`config.mk`:
```
export PLATFORM = sky130hd
export DESIGN_NAME = feistel_decrypter
export DESIGN_NICKNAME = d
export VERILOG_FILES = /design/src/rtl/feistel_decrypter.sv
export SDC_FILE = /design/constraint.sdc
export NUM_CORES = 1
export LEC_CHECK = 0
export BUFFER_PORTS_ARGS = -buffer_cell sky130_fd_sc_hd__buf_2
export CAP_MARGIN = 20
export CORE_MARGIN = 5
export CORE_UTILIZATION = 45
export CTS_CLUSTER_SIZE = 24
export DETAILED_ROUTE_END_ITERATION = 16
export HOLD_SLACK_MARGIN = 0.03
export PLACE_DENSITY = 0.71
export SLEW_MARGIN = 20
export SYNTH_ARGS = -nofsm -noshare
export SYNTH_HDL_FRONTEND = slang
export SYNTH_SLANG_ARGS = --single-unit
```
`constraint.sdc`:
```
create_clock -name Clk -period 21.5 [get_ports Clk]
set_input_delay 4.3 -clock Clk [delete_from_list [all_inputs] [get_ports Clk]]
set_output_delay 4.3 -clock Clk [all_outputs]
set_load 0.05 [all_outputs]
```
`src/rtl/feistel_decrypter.sv`:
```
// Iterative inverse-Feistel decrypter for the 78-bit {tag, ciphertext} word.
// One round per clock under a 60-bit key, then the recovered plaintext is
// checked against the embedded 18-bit tag. Valid/ready handshakes on both sides.
module feistel_decrypter #(
  parameter int unsigned ROUNDS = 8  // 1..31, must match the encryption path
) (
  input  logic        Clk,
  input  logic        Rst,
  input  logic        in_valid,
  output logic        in_ready,
  input  logic [77:0] in_data,
  input  logic [59:0] key,
  output logic        out_valid,
  input  logic        out_ready,
  output logic [59:0] out_data,
  output logic        out_tag_ok
);

  localparam int unsigned CW = 5;
  localparam logic [CW-1:0] LAST_ROUND = CW'(ROUNDS - 1);

  typedef enum logic [1:0] {
    IDLE,
    ROUND,
    CHECK,
    DONE
  } state_t;

  state_t      state_q, state_d;
  logic [29:0] l_q, l_d;
  logic [29:0] r_q, r_d;
  logic [17:0] t_q, t_d;
  logic [59:0] key_q, key_d;
  logic [CW-1:0] cnt_q, cnt_d;
  logic [59:0] out_data_q, out_data_d;
  logic        out_tag_ok_q, out_tag_ok_d;
  logic        out_valid_q, out_valid_d;
  logic [29:0] rk;

  function automatic logic [29:0] round_key(input logic [59:0] k, input logic [CW-1:0] i);
    logic [29:0] s;
    s = k[59:30] + 30'(i);
    return k[29:0] ^ s;
  endfunction

  function automatic logic [29:0] f_round(input logic [29:0] x, input logic [29:0] k);
    return ({x[26:0], x[29:27]} ^ k) + x;
  endfunction

  function automatic logic [17:0] tag_of(input logic [59:0] p);
    return p[17:0] ^ p[35:18] ^ p[53:36] ^ {12'b0, p[59:54]};
  endfunction

  // Next-state, datapath and handshake logic
  always_comb begin
    state_d      = state_q;
    l_d          = l_q;
    r_d          = r_q;
    t_d          = t_q;
    key_d        = key_q;
    cnt_d        = cnt_q;
    out_data_d   = out_data_q;
    out_tag_ok_d = out_tag_ok_q;
    out_valid_d  = out_valid_q;
    rk           = round_key(key_q, cnt_q);
    in_ready     = (state_q == IDLE);
    case (state_q)
      IDLE: begin
        if (in_valid) begin
          l_d     = in_data[59:30];
          r_d     = in_data[29:0];
          t_d     = in_data[77:60];
          key_d   = key;
          cnt_d   = LAST_ROUND;
          state_d = ROUND;
        end
      end
      ROUND: begin
        l_d = r_q ^ f_round(l_q, rk);
        r_d = l_q;
        if (cnt_q == '0) state_d = CHECK;
        else             cnt_d = cnt_q - CW'(1);
      end
      CHECK: begin
        out_data_d   = {l_q, r_q};
        out_tag_ok_d = (tag_of({l_q, r_q}) == t_q);
        out_valid_d  = 1'b1;
        state_d      = DONE;
      end
      DONE: begin
        if (out_ready) begin
          out_valid_d = 1'b0;
          state_d     = IDLE;
        end
      end
    endcase
  end

  // State and operand registers, asynchronously cleared
  always_ff @(posedge Clk or posedge Rst) begin
    if (Rst) begin
      state_q      <= IDLE;
      l_q          <= '0;
      r_q          <= '0;
      t_q          <= '0;
      key_q        <= '0;
      cnt_q        <= '0;
      out_data_q   <= '0;
      out_tag_ok_q <= 1'b0;
      out_valid_q  <= 1'b0;
    end else begin
      state_q      <= state_d;
      l_q          <= l_d;
      r_q          <= r_d;
      t_q          <= t_d;
      key_q        <= key_d;
      cnt_q        <= cnt_d;
      out_data_q   <= out_data_d;
      out_tag_ok_q <= out_tag_ok_d;
      out_valid_q  <= out_valid_d;
    end
  end

  assign out_valid  = out_valid_q;
  assign out_data   = out_data_q;
  assign out_tag_ok = out_tag_ok_q;

endmodule

```
# Yosys cells after proc, flatten, opt, wreduce, memory -nomap -nowiden

Cells that the tools add are included.

Reductions and logical operators: 9
Eq/ne operators: 8
Multiplexer cells: 13
$add $sub $neg: 3
Bitwise gates (word level): 6

Operator list:

| kind                                             | number |
|---|---|
| one-hot mux 30 bit (2 select lines)              | 2 |
| bitwise XOR 30 bit                               | 3 |
| 2-to-1 mux 30 bit                                | 2 |
| bitwise XOR 18 bit                               | 2 |
| adder 30 bit                                     | 1 |
| adder 30 x 5 -> 30 bit                           | 1 |
| == test 18 bit                                   | 1 |
| bitwise XOR 18 x 6 -> 18 bit                     | 1 |
| 2-to-1 mux 5 bit                                 | 2 |
| one-hot mux 5 bit (2 select lines)               | 1 |
| != test 2 bit, second input constant             | 4 |
| one-hot mux 2 bit (4 select lines)               | 1 |
| 2-to-1 mux 2 bit                                 | 3 |
| AND reduction 2 bit                              | 3 |
| AND reduction 3 bit                              | 2 |
| logical NOT 5 bit                                | 1 |
| subtractor 5 x 1 -> 5 bit, second input constant | 1 |
| == test 2 bit, second input constant             | 2 |
| nonzero test 2 bit                               | 2 |
| == test 2 x 1 -> 1 bit, second input constant    | 1 |
| logical NOT 2 bit                                | 1 |
| one-hot mux 1 bit (2 select lines)               | 1 |
| 2-to-1 mux 1 bit                                 | 1 |

Output and inout port bits: 63
Flip-flop bits (word level): 207
Input bits: 142
Word-level logic and storage cells: 48

# Logic depth before layout (Yosys ltp)

Gate-level depths: netlist of run 1.

Depth in word-level cells: 6
Mapped depth: 23
Mapped depth without buffers: 23

# Worst setup path before layout of run 1

Ideal clock, no wire load.

Path type: in2reg
From: in in_valid
To: reg cnt_q[4]
Library setup time: 0.121 ns
Required time: 21.379 ns
Cell stages on the path: 8
Data arrival time: 5.489 ns
Path buffers: 1
Slack: 15.890 ns
Path through: nand2_1 -> o21a_1 -> clkbuf_1 -> a21oi_1 -> nand2_1 -> nor3_1 -> xnor2_1 -> nor2_1

Longest elaborated chain between the ends: 2

Ends and longest elaborated chain:

| what                                 | RTL line | RTL |
|---|---|---|
| start, declared                      | 9        | `input logic in_valid,` |
| != test 2 bit (no source line)       | -        |  |
| AND reduction 3 bit (no source line) | -        |  |
| end signal, assigned                 | 117      | `cnt_q <= cnt_d;` |
| end, declared                        | 34       | `logic [CW-1:0] cnt_q, cnt_d;` |

Every way passes these cells.
A chain may end at the register's enable or synchronous reset.

# Worst setup path in the final report of run 1

From: reg state_q[0]
To: out in_ready

Longest elaborated chain between the ends: 1

Ends and longest elaborated chain:

| what                   | RTL line | RTL |
|---|---|---|
| start, declared        | 29       | `state_t state_q, state_d;` |
| start signal, assigned | 112      | `state_q <= state_d;` |
| logical NOT 2 bit      | 66       | `in_ready = (state_q == IDLE);` |
| end, declared          | 10       | `output logic in_ready,` |

Every way passes these cells.

==> impl_results.html, run 1 <==
<table>
<tr><th>Metric</th><th>Value</th></tr>
<tr><th colspan="2">Global routing</th></tr>
<tr><td>Maximum number of pins on one net before global-route repair</td><td>135</td></tr>
<tr><td>Sum of overflow across all layers after global routing</td><td>0</td></tr>
<tr><td>All-layer global routing usage</td><td>0.218</td></tr>
<tr><td>Antenna violations before repair</td><td>3</td></tr>
<tr><td>Wire length of the first global-routing pass</td><td>49500 um</td></tr>
<tr><td>Via count of the first global-routing pass</td><td>8800</td></tr>
<tr><th colspan="2">Finish</th></tr>
<tr><td>Post-route cell area</td><td>0.0137 mm^2</td></tr>
<tr><td>Number of nets at the end of the flow</td><td>1440</td></tr>
<tr><td>Area growth, synth to finish</td><td>17.8%</td></tr>
<tr><td>Fraction of layout cells with a size suffix above 1</td><td>0.313</td></tr>
<tr><th colspan="2">Worst setup path</th></tr>
<tr><td>Critical path required time</td><td>17200 ps</td></tr>
<tr><td>Launch point of the worst reg-to-reg path</td><td>cnt_q[0]$_DFFE_PP0P_</td></tr>
<tr><td>Critical-path cell with the highest stage delay</td><td>sky130_fd_sc_hd__dfrtp_1</td></tr>
<tr><td>Data arrival time of the critical path</td><td>1700 ps</td></tr>
<tr><td>Worst Path Buf+Inv</td><td>2</td></tr>
<tr><td>Cell count of the worst reg-to-reg path</td><td>21</td></tr>
<tr><td>Crit Reg-Reg Endpoint</td><td>l_q[25]$_DFFE_PP0P_</td></tr>
<tr><td>Kind of cell adding the most delay to the critical path</td><td>buffers and inverters</td></tr>
<tr><td>Slowest stage delay, CP</td><td>400 ps</td></tr>
<tr><td>Critical Path Start Type</td><td>flip-flop</td></tr>
<tr><td>Crit path max fanout</td><td>6</td></tr>
<tr><td>Number of stages on the worst setup path</td><td>3</td></tr>
<tr><td>Critical path cell sequence</td><td>inv_1 -&gt; ha_1 -&gt; buf_2</td></tr>
<tr><td>Register-to-register setup slack</td><td>16300 ps</td></tr>
<tr><td>Element type at the critical path end</td><td>output pin</td></tr>
<tr><td>Class of the most critical setup path</td><td>reg2out</td></tr>
<tr><th colspan="2">Placement</th></tr>
<tr><td>Port buffer count</td><td>204</td></tr>
<tr><td>Half-perimeter wire length after detailed placement</td><td>23200 um</td></tr>
<tr><td>Final weighted congestion in routability-driven placement</td><td>0.845</td></tr>
<tr><td>Placed Area</td><td>0.0129 mm^2</td></tr>
<tr><th colspan="2">Synthesis</th></tr>
<tr><td>Proportion of synthesized flip-flops having asynchronous set or reset</td><td>1.00</td></tr>
<tr><td>Synthesized area</td><td>0.0116 mm^2</td></tr>
<tr><td>Fraction of the yosys area taken by sequential cells</td><td>0.446</td></tr>
<tr><td>Area share of the largest cell type after synthesis</td><td>0.446</td></tr>
<tr><td>Synthesized instance count</td><td>1058</td></tr>
<tr><td>Synth Register Bits</td><td>207</td></tr>
<tr><td>Biggest area consumer among synthesized cells</td><td>sky130_fd_sc_hd__dfrtp_1</td></tr>
<tr><td>Average cell area after synthesis</td><td>11.0 um^2</td></tr>
<tr><td>Top_reg_cell synth</td><td>sky130_fd_sc_hd__dfrtp_1</td></tr>
<tr><td>Number of distinct library cells after synthesis</td><td>53</td></tr>
<tr><td>Number of warnings printed during yosys synthesis</td><td>0</td></tr>
<tr><td>Net Count, Synth</td><td>1245</td></tr>
<tr><td>Largest cells by area after synthesis</td><td>sky130_fd_sc_hd__dfrtp_1 45%, sky130_fd_sc_hd__mux2_2 13%, sky130_fd_sc_hd__xnor2_1 13%, sky130_fd_sc_hd__ha_1 4.6%, sky130_fd_sc_hd__o21ai_0 3.2%</td></tr>
<tr><td>Number of enable-type register cells in the synthesized netlist</td><td>0</td></tr>
<tr><th colspan="2">STA</th></tr>
<tr><td>Setup_tns</td><td>0 ps</td></tr>
<tr><td>Post-layout min period</td><td>6000 ps</td></tr>
<tr><td>Setup repair after global routing missed its margin</td><td>no</td></tr>
<tr><td>Final count of negative-setup-slack endpoints</td><td>0</td></tr>
<tr><td>Tightest slew margin relative to the limit</td><td>0.250</td></tr>
<tr><td>Slew at the pin with the worst max-slew slack</td><td>1120 ps</td></tr>
<tr><td>Final setup skew</td><td>7.99 ps</td></tr>
<tr><td>Endpoints failing hold</td><td>0</td></tr>
<tr><td>FMAX</td><td>167 MHz</td></tr>
<tr><td>Final Cycle Share</td><td>0.279</td></tr>
<tr><td>Max Transition Viols Final</td><td>0</td></tr>
<tr><th colspan="2">Clocking</th></tr>
<tr><td>Hold-fix buffers at CTS</td><td>0</td></tr>
<tr><td>Bufs on Longest Clock Path</td><td>3</td></tr>
<tr><td>CTS Buf Count</td><td>23</td></tr>
<tr><td>Number of H-tree branching levels</td><td>1</td></tr>
<tr><td>TritonCTS clock tree</td><td>built</td></tr>
<tr><td>CTS resizes</td><td>0</td></tr>
<tr><td>Buffers inserted during post-CTS setup optimization</td><td>0</td></tr>
<tr><td>Clk Tree Root Cell</td><td>sky130_fd_sc_hd__clkbuf_16</td></tr>
<tr><td>CTS clk-pin slew, worst paths</td><td>60 ps</td></tr>
<tr><td>Worst skew pair latency</td><td>510 ps</td></tr>
<tr><td>Clk sinks</td><td>207</td></tr>
<tr><th colspan="2">Route</th></tr>
<tr><td>Post-detailed-route count of antenna-violating nets</td><td>0</td></tr>
<tr><td>Post-route DRC</td><td>0</td></tr>
<tr><td>Number of design-rule violations left by the first detailed-router iteration</td><td>540</td></tr>
<tr><td>Total wire length after detailed routing</td><td>31900 um</td></tr>
<tr><td>Wire length per cell after detailed routing</td><td>20.0 um</td></tr>
<tr><td>Via total after detailed routing</td><td>8550</td></tr>
<tr><td>First-pass iteration count of the detailed router</td><td>5</td></tr>
<tr><td>Vias/cell</td><td>5.35</td></tr>
<tr><th colspan="2">Floorplanning</th></tr>
<tr><td>Area of the core</td><td>0.0253 mm^2</td></tr>
<tr><td>Ports</td><td>205</td></tr>
<tr><td>Overall die area</td><td>0.0291 mm^2</td></tr>
<tr><td>Number of rows in the core area</td><td>58</td></tr>
<tr><td>Initial Util</td><td>0.458</td></tr>
<tr><td>Die X</td><td>171 um</td></tr>
<tr><td>Die span in y</td><td>171 um</td></tr>
<tr><th colspan="2">Hold path</th></tr>
<tr><td>Hold path start</td><td>out_data[56]$_DFFE_PP0P_</td></tr>
<tr><td>Min-delay worst type</td><td>reg2reg</td></tr>
<tr><td>Min-Delay Endpoint</td><td>out_data[56]$_DFFE_PP0P_</td></tr>
<tr><td>Count of cells along the worst hold path</td><td>1</td></tr>
<tr><th colspan="2">Status</th></tr>
<tr><td>Status</td><td>completed</td></tr>
<tr><th colspan="2">Run</th></tr>
<tr><td>Max-Cap Viols</td><td>0</td></tr>
</table>
## per-layer routing
layer,vias to the layer above,wire [um],GRT usage
li1,4060,-,-
met1,4128,14000,0.308
met2,302,14900,0.354
met3,56,2310,0.0384
met4,4,668,0.0497
met5,-,25,0
## state kept, by name (all words and copies together), names as in the netlist
register / count
key_q: 60
out_data: 60
l_q: 30
r_q: 30
t_q: 18
cnt_q: 5
state_q: 2
out_tag_ok: 1
out_valid: 1
## Yosys cell counts, types with 3 or more instances
master,number
sky130_fd_sc_hd__nor2_1,46
sky130_fd_sc_hd__nor4_1,3
sky130_fd_sc_hd__mux2_2,138
sky130_fd_sc_hd__a21o_1,10
sky130_fd_sc_hd__nand2_1,92
sky130_fd_sc_hd__o22ai_1,3
sky130_fd_sc_hd__mux2i_1,35
sky130_fd_sc_hd__inv_1,17
sky130_fd_sc_hd__nor3_1,3
sky130_fd_sc_hd__xnor2_1,169
sky130_fd_sc_hd__a31oi_1,3
sky130_fd_sc_hd__nand3_1,9
sky130_fd_sc_hd__dfrtp_1,207
sky130_fd_sc_hd__xor2_1,40
sky130_fd_sc_hd__nand4_1,13
sky130_fd_sc_hd__and3_1,9
sky130_fd_sc_hd__o211ai_1,4
sky130_fd_sc_hd__ha_1,43
sky130_fd_sc_hd__o21ai_0,75
sky130_fd_sc_hd__clkbuf_1,37
sky130_fd_sc_hd__nor2b_1,5
sky130_fd_sc_hd__a21oi_1,56
sky130_fd_sc_hd__o21bai_1,4
## layout make-up
cell class | instances | area, um^2
Fill cell | 2270 | 11700
Sequential cell | 207 | 5180
Antenna cell | 1 | 2.50
Clock inverter | 5 | 62.6
Timing Repair Buffer | 210 | 1080
Tap cell | 330 | 413
Multi-Input combinational cell | 794 | 6220
Clock buffer | 33 | 643
Inverter | 17 | 71.3
## worst max path at each step
stage                                     to                   start  slack, ps
finish                              in_ready  state_q[0]$_DFFE_PP0P_      15500
global route                        in_ready  state_q[0]$_DFFE_PP0P_      15420
CTS                                 in_ready  state_q[0]$_DFFE_PP0P_      15480
detailed placement  out_data[57]$_DFFE_PP0P_                     Rst      15360
global placement    out_data[58]$_DFFE_PP0P_                     Rst      15370
floorplan               cnt_q[0]$_DFFE_PP0P_                     Rst      11550
## through the flow
| step | cells | worst slack, ps | hold slack (ps) | util |
|---|---|---|---|---|
| global placement | 1557 | 15370 | 484 | 0.511 |
| finish | 1597 | 15500 | 499 | 0.540 |
| detailed placement | 1557 | 15360 | 490 | 0.511 |
| CTS | 1595 | 15480 | 504 | 0.539 |
| global route | 1597 | 15420 | 510 | 0.540 |
| floorplan | 1058 | 11550 | 486 | - |
## worst reg2reg max path, stage by stage, from the launching register on
cell	delay, ps
sky130_fd_sc_hd__dfrtp_1	410
sky130_fd_sc_hd__ha_1	200
sky130_fd_sc_hd__inv_1	50
sky130_fd_sc_hd__fa_1	400
sky130_fd_sc_hd__inv_1	70
sky130_fd_sc_hd__a21oi_1	60
sky130_fd_sc_hd__o21bai_1	200
sky130_fd_sc_hd__a21o_1	220
sky130_fd_sc_hd__nor2b_1	250
sky130_fd_sc_hd__nor2b_1	360
sky130_fd_sc_hd__nand4_1	160
sky130_fd_sc_hd__xnor2_1	290
sky130_fd_sc_hd__ha_1	390
sky130_fd_sc_hd__nand4_1	150
sky130_fd_sc_hd__or2_2	130
sky130_fd_sc_hd__o22ai_1	50
sky130_fd_sc_hd__or4_1	610
sky130_fd_sc_hd__a211oi_2	400
sky130_fd_sc_hd__o31a_1	280
sky130_fd_sc_hd__xnor2_1	150
sky130_fd_sc_hd__a21oi_1	90
sky130_fd_sc_hd__a21o_1	190
## layout by cell type (no fill, tap or decap), drive strengths merged, types with 35 or more instances in the layout
master	count
buf	210
dfrtp	207
xnor2	169
mux2	138
nand2	93
o21ai	78
a21oi	56
nor2	46
ha	43
xor2	40
mux2i	35
## cell families after synthesis
family                     count (synthesis)  share of synthesized area
AOI/OAI and AO/OA                        174                     0.0888
xor gates and xnor gates                 209                      0.158
and+or+nand+nor                          193                     0.0741
adders and majority gates                 45                     0.0498
muxes                                    173                      0.164
DFF                                      207                      0.446
buffers and inverters                     57                     0.0195
Power of run 1 is not shown: default switching activity piles up to over one toggle a cycle in this logic, so the estimate is an artifact.
==> run 2: changes to the inputs <==
clock period = 6.1 ns   (was 21.5 ns; I/O delays follow)
==> impl_results.html, run 2 (synthesis results as in run 1) <==
<table>
<tr><th>Metric</th><th>Value</th></tr>
<tr><th colspan="2">Status</th></tr>
<tr><td>Status</td><td>completed</td></tr>
<tr><th colspan="2">Route</th></tr>
<tr><td>Wire length per cell after detailed routing</td><td>20.0 um (-0.18%)</td></tr>
<tr><td>Post-route DRC</td><td>0 (unchanged)</td></tr>
<tr><td>First-pass iteration count of the detailed router</td><td>5 (unchanged)</td></tr>
<tr><td>Number of design-rule violations left by the first detailed-router iteration</td><td>587 (+8.7%)</td></tr>
<tr><td>Vias/cell</td><td>5.35 (about the same)</td></tr>
<tr><td>Total wire length after detailed routing</td><td>32000 um (+0.20%)</td></tr>
<tr><td>Post-detailed-route count of antenna-violating nets</td><td>0 (unchanged)</td></tr>
<tr><td>Via total after detailed routing</td><td>8575 (+0.29%)</td></tr>
<tr><th colspan="2">Worst setup path</th></tr>
<tr><td>Number of stages on the worst setup path</td><td>21 (+18)</td></tr>
<tr><td>Crit path max fanout</td><td>6 (unchanged)</td></tr>
<tr><td>Class of the most critical setup path</td><td>reg2reg</td></tr>
<tr><td>Critical Path Start Type</td><td>flip-flop</td></tr>
<tr><td>Critical-path cell with the highest stage delay</td><td>sky130_fd_sc_hd__or4_1</td></tr>
<tr><td>Worst Path Buf+Inv</td><td>2 (unchanged)</td></tr>
<tr><td>Data arrival time of the critical path</td><td>5320 ps (+3620 ps)</td></tr>
<tr><td>Critical path cell sequence</td><td>ha_1 -&gt; inv_1 -&gt; fa_1 -&gt; inv_1 -&gt; a21oi_1 -&gt; o21bai_1 -&gt; a21o_1 -&gt; nor2b_1 -&gt; nor2b_1 -&gt; nand4_1 -&gt; xnor2_1 -&gt; ha_1 -&gt; nand4_1 -&gt; or2_2 -&gt; o22ai_1 -&gt; or4_1 -&gt; a211oi_2 -&gt; o31a_1 -&gt; xnor2_1 -&gt; a21oi_1 -&gt; a21o_1</td></tr>
<tr><td>Critical path required time</td><td>6510 ps (-10690 ps)</td></tr>
<tr><td>Kind of cell adding the most delay to the critical path</td><td>simple AND/OR/NAND/NOR gates</td></tr>
<tr><td>Element type at the critical path end</td><td>flip-flop</td></tr>
<tr><td>Cell count of the worst reg-to-reg path</td><td>21 (unchanged)</td></tr>
<tr><td>Slowest stage delay, CP</td><td>590 ps (+190 ps)</td></tr>
<tr><th colspan="2">Clocking</th></tr>
<tr><td>Number of H-tree branching levels</td><td>1 (unchanged)</td></tr>
<tr><td>Clk Tree Root Cell</td><td>sky130_fd_sc_hd__clkbuf_16</td></tr>
<tr><td>Hold-fix buffers at CTS</td><td>0 (unchanged)</td></tr>
<tr><td>CTS clk-pin slew, worst paths</td><td>60 ps (about the same)</td></tr>
<tr><td>Bufs on Longest Clock Path</td><td>3 (unchanged)</td></tr>
<tr><td>Buffers inserted during post-CTS setup optimization</td><td>0 (unchanged)</td></tr>
<tr><td>TritonCTS clock tree</td><td>built</td></tr>
<tr><td>CTS Buf Count</td><td>24 (+4.3%)</td></tr>
<tr><td>Worst skew pair latency</td><td>520 ps (about the same)</td></tr>
<tr><td>Clk sinks</td><td>207 (unchanged)</td></tr>
<tr><td>CTS resizes</td><td>0 (unchanged)</td></tr>
<tr><th colspan="2">Global routing</th></tr>
<tr><td>Sum of overflow across all layers after global routing</td><td>0 (unchanged)</td></tr>
<tr><td>Maximum number of pins on one net before global-route repair</td><td>162 (+20%)</td></tr>
<tr><td>Antenna violations before repair</td><td>4 (+1)</td></tr>
<tr><td>Wire length of the first global-routing pass</td><td>49400 um (-0.18%)</td></tr>
<tr><td>All-layer global routing usage</td><td>0.218 (+0.000413)</td></tr>
<tr><td>Via count of the first global-routing pass</td><td>8698 (-1.2%)</td></tr>
<tr><th colspan="2">STA</th></tr>
<tr><td>Max Transition Viols Final</td><td>0 (unchanged)</td></tr>
<tr><td>Tightest slew margin relative to the limit</td><td>0.260 (+0.00960)</td></tr>
<tr><td>Setup_tns</td><td>0 ps (unchanged)</td></tr>
<tr><td>Final count of negative-setup-slack endpoints</td><td>0 (unchanged)</td></tr>
<tr><td>Slew at the pin with the worst max-slew slack</td><td>1110 ps (-14.4 ps)</td></tr>
<tr><td>Final Cycle Share</td><td>0.806</td></tr>
<tr><td>Final setup skew</td><td>19.2 ps (+11.2 ps)</td></tr>
<tr><td>Slack of the critical path</td><td>1190 ps (-14320 ps)</td></tr>
<tr><td>Setup repair after global routing missed its margin</td><td>no</td></tr>
<tr><td>Endpoints failing hold</td><td>0 (unchanged)</td></tr>
<tr><td>Post-layout min period</td><td>4910 ps</td></tr>
<tr><td>FMAX</td><td>203 MHz</td></tr>
<tr><th colspan="2">Floorplanning</th></tr>
<tr><td>Ports</td><td>205 (unchanged)</td></tr>
<tr><td>Number of rows in the core area</td><td>58 (unchanged)</td></tr>
<tr><td>Initial Util</td><td>0.458 (unchanged)</td></tr>
<tr><td>Die X</td><td>171 um (unchanged)</td></tr>
<tr><td>Die span in y</td><td>171 um (unchanged)</td></tr>
<tr><td>Overall die area</td><td>0.0291 mm^2 (unchanged)</td></tr>
<tr><td>Area of the core</td><td>0.0253 mm^2 (unchanged)</td></tr>
<tr><th colspan="2">Hold path</th></tr>
<tr><td>Min-delay worst type</td><td>reg2reg</td></tr>
<tr><td>Count of cells along the worst hold path</td><td>1 (unchanged)</td></tr>
<tr><th colspan="2">Placement</th></tr>
<tr><td>Placed Area</td><td>0.0130 mm^2 (+0.24%)</td></tr>
<tr><td>Port buffer count</td><td>204 (unchanged)</td></tr>
<tr><td>Half-perimeter wire length after detailed placement</td><td>23700 um (+2.1%)</td></tr>
<tr><td>Final weighted congestion in routability-driven placement</td><td>0.880 (+4.2%)</td></tr>
<tr><td>Place WS</td><td>1230 ps (-14130 ps)</td></tr>
<tr><th colspan="2">Finish</th></tr>
<tr><td>Final core occ</td><td>0.544 (+0.00385)</td></tr>
<tr><td>Top library cells by usage in the layout, fill and taps aside</td><td>207 x sky130_fd_sc_hd__dfrtp_1, 204 x sky130_fd_sc_hd__buf_2, 169 x sky130_fd_sc_hd__xnor2_1, 138 x sky130_fd_sc_hd__mux2_2, 91 x sky130_fd_sc_hd__nand2_1</td></tr>
<tr><td>Fraction of layout cells with a size suffix above 1</td><td>0.317 (+0.00403)</td></tr>
<tr><td>Area growth, synth to finish</td><td>18.6%</td></tr>
<tr><td>Number of nets at the end of the flow</td><td>1443 (+0.21%)</td></tr>
<tr><td>Most common library cell in the layout ignoring fill and taps</td><td>sky130_fd_sc_hd__dfrtp_1</td></tr>
<tr><td>Post-route cell area</td><td>0.0138 mm^2 (+0.71%)</td></tr>
<tr><td>Number of fill cells</td><td>2226 (-1.9%)</td></tr>
<tr><th colspan="2">Run</th></tr>
<tr><td>Max-Cap Viols</td><td>0 (unchanged)</td></tr>
</table>
-- run 2: cell type report --
type	count	area, um^2	share of cell area
clock inverters	4	47.5	0.00345
clock buffers	38	744	0.0541
flip-flops and latches	207	5180	0.376
repair buffers	212	1090	0.0794
multi-input cells	794	6220	0.452
well taps	330	413	0.0300
inverters	17	67.6	0.00491
diodes	1	2.50	0.000182
-- run 2: final timing paths --
kind | slack, ps | start | end
worst min-delay path | 500 | out_data[49]$_DFFE_PP0P_ | out_data[49]$_DFFE_PP0P_
worst max register to register | 1190 | cnt_q[0]$_DFFE_PP0P_ | l_q[25]$_DFFE_PP0P_
min in group asynchronous | 920 | Rst | out_data[6]$_DFFE_PP0P_
worst min register to register | 500 | out_data[49]$_DFFE_PP0P_ | out_data[49]$_DFFE_PP0P_
worst max-delay path | 1190 | cnt_q[0]$_DFFE_PP0P_ | l_q[25]$_DFFE_PP0P_
max in group asynchronous | 4490 | Rst | t_q[15]$_DFFE_PP0P_
-- run 2: per-layer routing --
metal	vias up	GRT usage	routed length, um
met1	4193	0.306	14300
met4	6	0.0507	749
met2	260	0.356	14900
met3	58	0.0393	2020
li1	4058	-	-
met5	-	0	39
-- run 2: stage by stage --
step | hold slack [ps] | cells
2_1_floorplan | 486 | 1058
3_3_place_gp | 485 | 1560
3_5_place_dp | 490 | 1560
4_1_cts | 503 | 1602
5_1_grt | 517 | 1603
6_report | 498 | 1603
-- run 2: worst register-to-register path: cells and delay by family (launching register included) --
kind | cells | cell delay, ps
buffers and inverters | 2 | 120
adder cells (fa/ha/maj) | 3 | 940
AO/OA/AOI/OAI | 8 | 1480
flip-flops | 1 | 410
AND/OR/NAND/NOR | 6 | 1510
XOR/XNOR | 2 | 350
Power of run 2 is left out for the same reason.
==> run 3: changes to the inputs <==
PLACE_DENSITY = 0.74   (was 0.71)
clock period = 4.2 ns   (was 6.1 ns; I/O delays follow)
==> impl_results.html, run 3 (synthesis results as in run 1) <==
<table>
<tr><th>Metric</th><th>Value</th></tr>
<tr><th colspan="2">Route</th></tr>
<tr><td>Met1 wire length</td><td>14200 um (-0.43%)</td></tr>
<tr><td>First-pass iteration count of the detailed router</td><td>5 (unchanged)</td></tr>
<tr><td>Total wire length after detailed routing</td><td>33000 um (+3.1%)</td></tr>
<tr><td>Number of design-rule violations left by the first detailed-router iteration</td><td>598 (+1.9%)</td></tr>
<tr><td>Met3 layer wire length in the routed design</td><td>2020 um (+0.35%)</td></tr>
<tr><td>Post-route DRC</td><td>0 (unchanged)</td></tr>
<tr><td>Wire length per cell after detailed routing</td><td>20.1 um (+0.62%)</td></tr>
<tr><td>Max layer used</td><td>met5</td></tr>
<tr><td>Via total after detailed routing</td><td>8936 (+4.2%)</td></tr>
<tr><td>Length of routed met2 wiring</td><td>16000 um (+7.1%)</td></tr>
<tr><td>Vias/cell</td><td>5.44 (+1.7%)</td></tr>
<tr><td>Post-detailed-route count of antenna-violating nets</td><td>0 (unchanged)</td></tr>
<tr><th colspan="2">Status</th></tr>
<tr><td>Status</td><td>finished, violations left</td></tr>
<tr><td>Failing checks</td><td>negative setup slack</td></tr>
<tr><th colspan="2">Floorplanning</th></tr>
<tr><td>Die X</td><td>171 um (unchanged)</td></tr>
<tr><td>Initial Util</td><td>0.458 (unchanged)</td></tr>
<tr><td>Area of the core</td><td>0.0253 mm^2 (unchanged)</td></tr>
<tr><td>Overall die area</td><td>0.0291 mm^2 (unchanged)</td></tr>
<tr><td>Die span in y</td><td>171 um (unchanged)</td></tr>
<tr><td>Ports</td><td>205 (unchanged)</td></tr>
<tr><td>Number of rows in the core area</td><td>58 (unchanged)</td></tr>
<tr><th colspan="2">Global routing</th></tr>
<tr><td>All-layer global routing usage</td><td>0.221 (+0.00245)</td></tr>
<tr><td>Antenna violations before repair</td><td>5 (+1)</td></tr>
<tr><td>Via count of the first global-routing pass</td><td>9128 (+4.9%)</td></tr>
<tr><td>Sum of overflow across all layers after global routing</td><td>0 (unchanged)</td></tr>
<tr><td>Wire length of the first global-routing pass</td><td>50600 um (+2.4%)</td></tr>
<tr><td>Maximum number of pins on one net before global-route repair</td><td>109 (-33%)</td></tr>
<tr><th colspan="2">Clocking</th></tr>
<tr><td>TritonCTS clock tree</td><td>built</td></tr>
<tr><td>Clk Tree Root Cell</td><td>sky130_fd_sc_hd__clkbuf_16</td></tr>
<tr><td>Hold-fix buffers at CTS</td><td>0 (unchanged)</td></tr>
<tr><td>CTS clk-pin slew, worst paths</td><td>60 ps (about the same)</td></tr>
<tr><td>Number of H-tree branching levels</td><td>1 (unchanged)</td></tr>
<tr><td>Bufs on Longest Clock Path</td><td>3 (unchanged)</td></tr>
<tr><td>CTS Buf Count</td><td>23 (-4.2%)</td></tr>
<tr><td>Worst skew pair latency</td><td>500 ps (-20 ps)</td></tr>
<tr><td>Clk sinks</td><td>207 (unchanged)</td></tr>
<tr><th colspan="2">STA</th></tr>
<tr><td>Max Transition Viols Final</td><td>0 (unchanged)</td></tr>
<tr><td>Final Cycle Share</td><td>1.00 (+0.197)</td></tr>
<tr><td>Endpoints failing hold</td><td>0 (unchanged)</td></tr>
<tr><td>Final setup skew</td><td>10.6 ps (-8.59 ps)</td></tr>
<tr><td>Setup repair after global routing missed its margin</td><td>yes</td></tr>
<tr><td>Setup_tns</td><td>-12.8 ps (-12.8 ps)</td></tr>
<tr><td>Final count of negative-setup-slack endpoints</td><td>1 (+1)</td></tr>
<tr><td>Slew at the pin with the worst max-slew slack</td><td>1110 ps (-2.21 ps)</td></tr>
<tr><td>Worst hold slack</td><td>499 ps (+1.33 ps)</td></tr>
<tr><td>FMAX</td><td>237 MHz (+17%)</td></tr>
<tr><td>Post-layout min period</td><td>4210 ps (-702 ps)</td></tr>
<tr><td>Slack of the critical path</td><td>-12.8 ps (-1200 ps)</td></tr>
<tr><td>Tightest slew margin relative to the limit</td><td>0.261 (+0.00147)</td></tr>
<tr><th colspan="2">Worst setup path</th></tr>
<tr><td>Timing endpoint of the critical path</td><td>l_q[25]$_DFFE_PP0P_</td></tr>
<tr><td>Register-to-register setup slack</td><td>-10 ps (-1200 ps)</td></tr>
<tr><td>Cell count of the worst reg-to-reg path</td><td>21 (unchanged)</td></tr>
<tr><td>Number of stages on the worst setup path</td><td>21 (unchanged)</td></tr>
<tr><td>Kind of cell adding the most delay to the critical path</td><td>simple AND/OR/NAND/NOR gates</td></tr>
<tr><td>Worst Path Buf+Inv</td><td>2 (unchanged)</td></tr>
<tr><td>Critical-path cell with the highest stage delay</td><td>sky130_fd_sc_hd__or4_4</td></tr>
<tr><td>Critical path cell sequence</td><td>ha_2 -&gt; inv_2 -&gt; fa_2 -&gt; inv_2 -&gt; a21oi_2 -&gt; o21bai_1 -&gt; a21o_1 -&gt; nor2b_4 -&gt; nor2b_4 -&gt; nand4_1 -&gt; xnor2_1 -&gt; ha_1 -&gt; nand4_1 -&gt; or2_4 -&gt; a21oi_2 -&gt; or4_4 -&gt; a211oi_4 -&gt; o31a_1 -&gt; xnor2_1 -&gt; a21oi_1 -&gt; a21o_1</td></tr>
<tr><td>Data arrival time of the critical path</td><td>4600 ps (-720 ps)</td></tr>
<tr><td>Crit Reg-Reg Endpoint</td><td>l_q[25]$_DFFE_PP0P_</td></tr>
<tr><td>Slowest stage delay, CP</td><td>520 ps (-70 ps)</td></tr>
<tr><td>Critical path required time</td><td>4590 ps (-1920 ps)</td></tr>
<tr><td>Critical Path Start Type</td><td>flip-flop</td></tr>
<tr><td>CP startpoint</td><td>key_q[30]$_DFFE_PP0P_</td></tr>
<tr><td>Crit path max fanout</td><td>3 (-3)</td></tr>
<tr><td>Launch point of the worst reg-to-reg path</td><td>key_q[30]$_DFFE_PP0P_</td></tr>
<tr><td>Element type at the critical path end</td><td>flip-flop</td></tr>
<tr><td>Class of the most critical setup path</td><td>reg2reg</td></tr>
<tr><th colspan="2">Finish</th></tr>
<tr><td>Number of fill cells</td><td>2179 (-2.1%)</td></tr>
<tr><td>Inserted Diodes</td><td>0 (-1)</td></tr>
<tr><td>Area growth, synth to finish</td><td>22.8%</td></tr>
<tr><td>Fraction of layout cells with a size suffix above 1</td><td>0.362 (+0.0452)</td></tr>
<tr><td>Final std cells w/o fill</td><td>1642 (+2.4%)</td></tr>
<tr><td>Most common library cell in the layout ignoring fill and taps</td><td>sky130_fd_sc_hd__dfrtp_1</td></tr>
<tr><td>Post-route cell area</td><td>0.0143 mm^2 (+3.5%)</td></tr>
<tr><td>Number of nets at the end of the flow</td><td>1486 (+3.0%)</td></tr>
<tr><td>Top library cells by usage in the layout, fill and taps aside</td><td>207 x sky130_fd_sc_hd__dfrtp_1, 204 x sky130_fd_sc_hd__buf_2, 167 x sky130_fd_sc_hd__xnor2_1, 138 x sky130_fd_sc_hd__mux2_2, 88 x sky130_fd_sc_hd__nand2_1</td></tr>
<tr><th colspan="2">Run</th></tr>
<tr><td>Max-Cap Viols</td><td>0 (unchanged)</td></tr>
<tr><th colspan="2">Placement</th></tr>
<tr><td>Final weighted congestion in routability-driven placement</td><td>0.874 (-0.75%)</td></tr>
<tr><td>Half-perimeter wire length after detailed placement</td><td>24100 um (+1.7%)</td></tr>
<tr><td>Port buffer count</td><td>204 (unchanged)</td></tr>
<tr><td>Placed Area</td><td>0.0133 mm^2 (+2.2%)</td></tr>
<tr><td>Cell count after placement</td><td>1596 (+2.3%)</td></tr>
<tr><th colspan="2">Hold path</th></tr>
<tr><td>Min-delay worst type</td><td>in2async</td></tr>
</table>
==> run 3: cell types whose count changed in the layout (fill, tap and decap cells not counted), moves of 4 or more <==
cell | before | now
sky130_fd_sc_hd__buf_6 | 0 | 5
sky130_fd_sc_hd__a21oi_2 | 0 | 5
sky130_fd_sc_hd__ha_2 | 2 | 6
sky130_fd_sc_hd__buf_4 | 7 | 45
sky130_fd_sc_hd__o21ai_1 | 2 | 6
sky130_fd_sc_hd__o21ai_0 | 75 | 70
sky130_fd_sc_hd__a21oi_1 | 56 | 51
sky130_fd_sc_hd__clkbuf_8 | 7 | 2
sky130_fd_sc_hd__ha_1 | 41 | 36
==> run 3: stage by stage <==
| stage | setup WS (ps) | util |
|---|---|---|
| floorplan | 3.98 | - |
| global placement | -150 | 0.524 |
| detailed placement | -234 | 0.524 |
| CTS | 10.8 | 0.555 |
| global route | -227 | 0.563 |
| finish | -12.8 | 0.563 |
==> run 3: worst min-delay path: cells and delay by family <==
family	cells	cell delay [ps]
buffers and inverters	3	590
==> run 3: per-layer routing <==
layer  vias up  track usage
met5         -            0
met4        10       0.0549
met3        63       0.0370
met2       278        0.371
met1      4433        0.300
li1       4152            -
==> run 3: what timing repair did <==
item,4_1_cts,5_1_grt
gates resized for setup,13,40
setup buffers,2,6
endpoints found under the setup margin,10,15
gates cloned,0,0
pin swaps,5,24
endpoints found under the hold margin,0,0
==> run 3: how the worst min path moves through the flow <==
stage	startpoint	cells past startpoint	endpoint
final	Rst	3	key_q[13]$_DFFE_PP0P_
after global routing	out_data[15]$_DFFE_PP0P_	1	out_data[15]$_DFFE_PP0P_
after CTS	out_data[42]$_DFFE_PP0P_	1	out_data[42]$_DFFE_PP0P_
after detailed placement	out_data[42]$_DFFE_PP0P_	1	out_data[42]$_DFFE_PP0P_
after global placement	out_data[14]$_DFFE_PP0P_	1	out_data[14]$_DFFE_PP0P_
after floorplan	cnt_q[0]$_DFFE_PP0P_	1	cnt_q[0]$_DFFE_PP0P_
==> run 3: layout make-up <==
| cell class | instances | area (um^2) | share of cell area |
|---|---|---|---|
| Sequential cell | 207 | 5180 | 0.363 |
| Multi-Input combinational cell | 794 | 6420 | 0.450 |
| Clock inverter | 8 | 100 | 0.00702 |
| Timing Repair Buffer | 256 | 1460 | 0.102 |
| Tap cell | 330 | 413 | 0.0290 |
| Clock buffer | 30 | 622 | 0.0436 |
| Inverter | 17 | 67.6 | 0.00474 |
Power of run 3 is left out for the same reason.
